==> config.mk <==
export PLATFORM = sky130hd
export DESIGN_NAME = axi_burst_seq
export DESIGN_NICKNAME = d
export VERILOG_FILES = /design/src/rtl/axi_pkg.sv /design/src/rtl/axi_addr.sv /design/src/rtl/axi_burst_seq.sv
export SDC_FILE = /design/constraint.sdc
export NUM_CORES = 1
export LEC_CHECK = 0
export CAP_MARGIN = 10
export CORE_ASPECT_RATIO = 0.8
export CORE_MARGIN = 5
export CORE_UTILIZATION = 42
export CTS_CLUSTER_SIZE = 40
export DETAILED_ROUTE_END_ITERATION = 16
export PLACE_DENSITY_LB_ADDON = 0.05
export SETUP_SLACK_MARGIN = 0.1
export SLEW_MARGIN = 20
export SYNTH_ARGS = -nofsm -noshare
export SYNTH_HDL_FRONTEND = slang
export SYNTH_SLANG_ARGS = --single-unit
==> constraint.sdc <==
create_clock -name clk -period 9 [get_ports clk]
set_input_delay 0.9 -clock clk [delete_from_list [all_inputs] [get_ports clk]]
set_output_delay 0.9 -clock clk [all_outputs]
set_load 0.02 [all_outputs]
==> src/rtl/axi_pkg.sv <==
// Shared types and helpers for the AXI burst sequencer slice.
package axi_pkg;

  typedef enum logic [1:0] {
    BURST_FIXED = 2'b00,
    BURST_INCR  = 2'b01,
    BURST_WRAP  = 2'b10,
    BURST_RSVD  = 2'b11
  } burst_t;

  typedef enum logic {
    IDLE  = 1'b0,
    BURST = 1'b1
  } seq_state_t;

  // A beat may not be wider than the data bus.
  function automatic logic size_legal(input logic [2:0] size, input int data_width);
    int bytes_v;
    bytes_v = 32'sd1 << size;
    return (bytes_v <= (data_width / 32'sd8));
  endfunction

endpackage

==> src/rtl/axi_addr.sv <==
// Next-beat address generator for FIXED/INCR/WRAP bursts.
module axi_addr
  import axi_pkg::*;
#(
  parameter logic ALIGN_ADDR = 1'b1,
  parameter int   ADDR_WIDTH = 12
) (
  input  logic [ADDR_WIDTH-1:0] cur_addr,
  input  burst_t                burst,
  input  logic [2:0]            size,
  input  logic [7:0]            len,
  output logic [ADDR_WIDTH-1:0] next_addr
);

  logic [ADDR_WIDTH-1:0] step_s;
  logic [ADDR_WIDTH-1:0] aligned_s;
  logic [ADDR_WIDTH-1:0] incr_s;
  logic [ADDR_WIDTH-1:0] wrap_mask_s;
  logic [ADDR_WIDTH-1:0] wrap_step_s;
  logic [ADDR_WIDTH-1:0] wrap_s;

  // Bytes per beat and the size-aligned copy of the current address.
  assign step_s    = ADDR_WIDTH'(1'b1) << size;
  assign aligned_s = cur_addr & ~(step_s - ADDR_WIDTH'(1'b1));

  // INCR advances from the aligned address when alignment is enabled; carry out drops.
  assign incr_s = (ALIGN_ADDR ? aligned_s : cur_addr) + step_s;

  // WRAP keeps the upper bits of the (len+1)*bytes window and wraps the low bits.
  assign wrap_mask_s = ((ADDR_WIDTH'(len) + ADDR_WIDTH'(1'b1)) << size) - ADDR_WIDTH'(1'b1);
  assign wrap_step_s = aligned_s + step_s;
  assign wrap_s      = (aligned_s & ~wrap_mask_s) | (wrap_step_s & wrap_mask_s);

  // Select the next address by burst type; reserved bursts never reach here but hold.
  always_comb begin
    next_addr = cur_addr;
    case (burst)
      BURST_FIXED: next_addr = cur_addr;
      BURST_INCR:  next_addr = incr_s;
      BURST_WRAP:  next_addr = wrap_s;
      default:     next_addr = cur_addr;
    endcase
  end

endmodule

==> src/rtl/axi_burst_seq.sv <==
// Turns one AXI AR/AW request into a stream of per-beat addresses.
module axi_burst_seq
  import axi_pkg::*;
#(
  parameter logic ALIGN_ADDR = 1'b1,
  parameter int   ADDR_WIDTH = 12,
  parameter int   DATA_WIDTH = 64
) (
  input  logic                  clk,
  input  logic                  rst,
  input  logic                  ax_valid,
  output logic                  ax_ready,
  input  logic [ADDR_WIDTH-1:0] ax_addr,
  input  logic [1:0]            ax_burst,
  input  logic [2:0]            ax_size,
  input  logic [7:0]            ax_len,
  output logic                  beat_valid,
  input  logic                  beat_ready,
  output logic [ADDR_WIDTH-1:0] beat_addr,
  output logic [7:0]            beat_idx,
  output logic                  beat_last,
  output logic                  busy,
  output logic                  cfg_err
);

  seq_state_t            state_r;
  seq_state_t            state_next_s;
  burst_t                burst_r;
  logic [2:0]            size_r;
  logic [7:0]            len_r;
  logic [ADDR_WIDTH-1:0] cur_addr_r;
  logic [ADDR_WIDTH-1:0] next_addr_s;
  logic [7:0]            idx_r;
  logic                  beat_last_r;
  logic                  ax_ready_r;
  logic                  cfg_err_r;
  logic                  accept_s;
  logic                  illegal_s;
  logic                  start_s;
  logic                  beat_fire_s;

  axi_addr #(
    .ALIGN_ADDR (ALIGN_ADDR),
    .ADDR_WIDTH (ADDR_WIDTH)
  ) u_addr (
    .cur_addr  (cur_addr_r),
    .burst     (burst_r),
    .size      (size_r),
    .len       (len_r),
    .next_addr (next_addr_s)
  );

  // Request classification: reserved burst, oversize beat, or bad wrap length.
  assign illegal_s = (ax_burst == 2'b11)
                   || !size_legal(ax_size, DATA_WIDTH)
                   || ((ax_burst == 2'b10) && !((ax_len == 8'd1) || (ax_len == 8'd3) ||
                                                (ax_len == 8'd7) || (ax_len == 8'd15)));

  assign accept_s    = ax_valid && ax_ready_r;
  assign start_s     = accept_s && !illegal_s;
  assign beat_fire_s = (state_r == BURST) && beat_ready;

  assign ax_ready   = ax_ready_r;
  assign cfg_err    = cfg_err_r;
  assign beat_valid = (state_r == BURST);
  assign busy       = (state_r == BURST);
  assign beat_addr  = cur_addr_r;
  assign beat_idx   = idx_r;
  assign beat_last  = beat_last_r;

  // State register.
  always_ff @(posedge clk or posedge rst) begin
    if (rst) state_r <= IDLE;
    else     state_r <= state_next_s;
  end

  // Next-state decode: start on a legal accept, finish on the last beat handshake.
  always_comb begin
    state_next_s = state_r;
    case (state_r)
      IDLE: begin
        if (start_s) state_next_s = BURST;
        else         state_next_s = IDLE;
      end
      BURST: begin
        if (beat_fire_s && beat_last_r) state_next_s = IDLE;
        else                            state_next_s = BURST;
      end
      default: state_next_s = IDLE;
    endcase
  end

  // Handshake flags: ready only after a full idle cycle, error pulse for dropped requests.
  always_ff @(posedge clk or posedge rst) begin
    if (rst) begin
      ax_ready_r <= 1'b0;
      cfg_err_r  <= 1'b0;
    end else begin
      ax_ready_r <= (state_r == IDLE) && !start_s;
      cfg_err_r  <= accept_s && illegal_s;
    end
  end

  // Burst datapath: latch the request, then step address and beat counter per handshake.
  always_ff @(posedge clk or posedge rst) begin
    if (rst) begin
      burst_r     <= BURST_FIXED;
      size_r      <= 3'd0;
      len_r       <= 8'd0;
      cur_addr_r  <= '0;
      idx_r       <= 8'd0;
      beat_last_r <= 1'b0;
    end else if (start_s) begin
      burst_r     <= burst_t'(ax_burst);
      size_r      <= ax_size;
      len_r       <= ax_len;
      cur_addr_r  <= ax_addr;
      idx_r       <= 8'd0;
      beat_last_r <= (ax_len == 8'd0);
    end else if (beat_fire_s) begin
      if (beat_last_r) begin
        beat_last_r <= 1'b0;
      end else begin
        cur_addr_r  <= next_addr_s;
        idx_r       <= idx_r + 8'd1;
        beat_last_r <= ((idx_r + 8'd1) == len_r);
      end
    end
  end

endmodule

==> qor.csv <==
metric;value;unit
Critical Path Start Type;register;
CTS Hold Bufs;0;
TritonCTS Buffers;5;
clk buf depth;2;
WP data arrival;3910;ps
Slew Limit Fails;0;
EDFF count, synth;0;
clock tree sinks;37;
total track usage;0.211;
Pre-Repair DR Iteration Count;5;
Yosys top cell by area;dfrtp_1;
Die H;91.9;um
crit-path max FO;18;
Clk pin slew, worst setup/hold paths;90;ps
ANT nets after route;0;
status;complete, no violations;
Seq/Total Area, Yosys;0.263;
worst setup skew after layout;6.24;ps
Final #Nets;539;
final setup fails;0;
Fin Hold WS;531;ps
Post-route DRC;0;
die width;112;um
Synth Register Bits;37;
Synth top area share;0.263;
Worst-Margin Slew;942;ps
GPL Wtd Cong;0.891;
max frequency;0.268;GHz
final WL;10.7;mm
row count;29;
CP Class;reg2reg;
RSZ-0062 raised after global routing;no;
DP HPWL;7.86;mm
layout cells sized above 1;0.0636;
DRT iter0 DRCs;264;
vias;3674;
fin crit period;3730;ps
kind of end point of the critical path;register;
Synth warnings;0;
Setup Buffers After CTS;0;
asr flop ratio synth;1.00;
Post-Syn Nets;510;
initial antenna violation count;0;
CTS root buf;clkbuf_8;
Core ar.;8060;um2
worst relative slew slack;0.368;
Worst Path Required;9180;ps
Top FF cell, synth;dfrtp_1;
ANT cells;0;
die area;10300;um2
Avg Vias per Cell;6.01;
first-pass GRT wire length;18.0;mm
Leak Pwr;1.60;nW
clock insertion delay at the later pin of the skew report;300;ps
WL/cell;17.4;um
synthesized instance count;473;
starting density of the core;0.437;
number of I/O port buffers;53;
Congestion Overflow GR;0;
synthesis-to-finish area growth;18.0;%
Max-Cap Viols;0;
cell area after synthesis;3520;um2
PostCTS Resize Cnt;0;
PD cells;374;nW/um2
I/O Pins;54;
Hold Crit Class;reg2reg;
CTS tree;built;
Worst VDD drop;128;uV
total power;0.00155;W
top cells by area, synth;dfrtp_1 (26%), nand2_1 (8.8%), o21ai_0 (4.7%);
Avg Synthesized Cell Area;7.44;um2
CTS HTree Levels;2;
Final Util;0.515;
Post-Route Setup TNS;0;ps
Final period util;0.414;
largest net degree at the start of global routing;42;
vias in the first global route;3382;
Fillers;823;
Final Hold Viols;0;
count of cell types in the netlist;73;
-- stage by stage --
stage,instance area [um2],cells,setup WS (ps)
global placement,4060,603,5250
floorplan,3520,473,5740
detailed placement,4060,603,5170
global route,4150,611,4880
finish,4150,611,5270
CTS,4150,611,5320
-- routing by layer --
layer / vias to the layer above / wire (um) / track usage
met1: 1741 / 5250 / 0.320
li1: 1777 / - / -
met4: 0 / 73 / 0.0320
met5: - / 0 / 0
met2: 148 / 4370 / 0.301
met3: 8 / 967 / 0.0618
-- cells in the final DEF, fill, tap and decap left out, types with 2 or more instances in the layout --
master           count
a211oi_1             9
a21oi_1             25
a31o_2               2
a31oi_1             10
and2_1               4
and3_1               7
and4_1               3
buf_4                6
clkbuf_8             5
clkdlybuf4s50_1     53
dfrtp_1             37
ha_1                 8
inv_1                7
mux2_2               2
mux2i_1              2
nand2_1             82
nand2b_1             6
nand3_1             18
nand3b_1             4
nand4_1              7
nor2_1              34
nor2b_1              7
nor3_1              12
nor3b_1              3
nor4_1              13
o2111ai_1            3
o211a_1              4
o211ai_1             6
o21a_1               3
o21ai_0             32
o21ai_1              2
o221ai_1             2
o311ai_0             2
o31ai_1              4
o31ai_2              2
or2_1                2
or3_1                3
or4_1                5
xnor2_1             18
xor2_1              17
-- sequential cells by signal, indices dropped and copies added (netlist names) --
signal / cells
ax_ready: 1
beat_addr: 12
beat_idx: 8
beat_last: 1
beat_valid: 1
burst_r: 2
cfg_err: 1
len_r: 8
size_r: 3
-- power by group --
group	switching [W]	internal (W)
combinational	0.000631	0.000430
clock	0.0000755	0.0000561
sequential	0.000127	0.000234
-- synthesized netlist by cell type, drive strengths merged, types with 4 or more instances --
library cell  instances
and3                  7
and2                  4
clkbuf               20
nand4                 8
a31oi                10
o31ai                 6
nand3                19
a21oi                26
nor2                 34
nor4                 14
buf                  17
nand2b                6
xnor2                18
o211ai                6
xor2                 17
nand2                82
ha                    8
nor3                 13
inv                   7
a211oi                9
or3                   4
o21ai                35
o211a                 4
or4                   5
dfrtp                37
nor2b                 7
nand3b                4
-- cells by family (layout without fill, tap and decap cells) --
family / Yosys count / in the layout / synth area share
flip-flops: 37 / 37 / 0.263
multiplexers: 4 / 4 / 0.0121
AO/OA/AOI/OAI: 123 / 123 / 0.234
XOR/XNOR: 35 / 35 / 0.0872
buffers and inverters: 45 / 75 / 0.0573
AND/OR/NAND/NOR: 220 / 220 / 0.315
adder cells (fa/ha/maj): 9 / 9 / 0.0313
-- path summary, 6_finish.rpt --
path | endpoint | cells past startpoint | start | slack (ps)
max | beat_addr[8]$_DFFE_PP0P_ | 9 | len_r[0]$_DFFE_PP0P_ | 5270
min | burst_r[0]$_DFFE_PP0P_ | 2 | burst_r[0]$_DFFE_PP0P_ | 530
max reg2reg | beat_addr[8]$_DFFE_PP0P_ | 9 | len_r[0]$_DFFE_PP0P_ | 5270
min reg2reg | burst_r[0]$_DFFE_PP0P_ | 2 | burst_r[0]$_DFFE_PP0P_ | 530
max in group asynchronous | size_r[1]$_DFFE_PP0P_ | 3 | rst | 7650
min in group asynchronous | beat_idx[0]$_DFFE_PP0P_ | 3 | rst | 1010
-- layout make-up --
class	count	area [um2]	area share
clock buffers	5	68.8	0.0166
clock inverters	3	25.0	0.00603
inverters	8	30.0	0.00724
multi-input cells	391	2390	0.576
flip-flops and latches	37	926	0.223
well taps	108	135	0.0326
repair buffers	59	576	0.139
-- critical path, cell delays in order, from the launching register on --
cell and delay, ps:
dfrtp_1 730, ha_1 430, xor2_1 620, o2bb2ai_1 120
o31ai_1 560, nand3b_1 250, nor2_1 70, xor2_1 200
o21ai_0 170, or3b_2 450
Note: power is estimated with default switching activity, not from simulation.
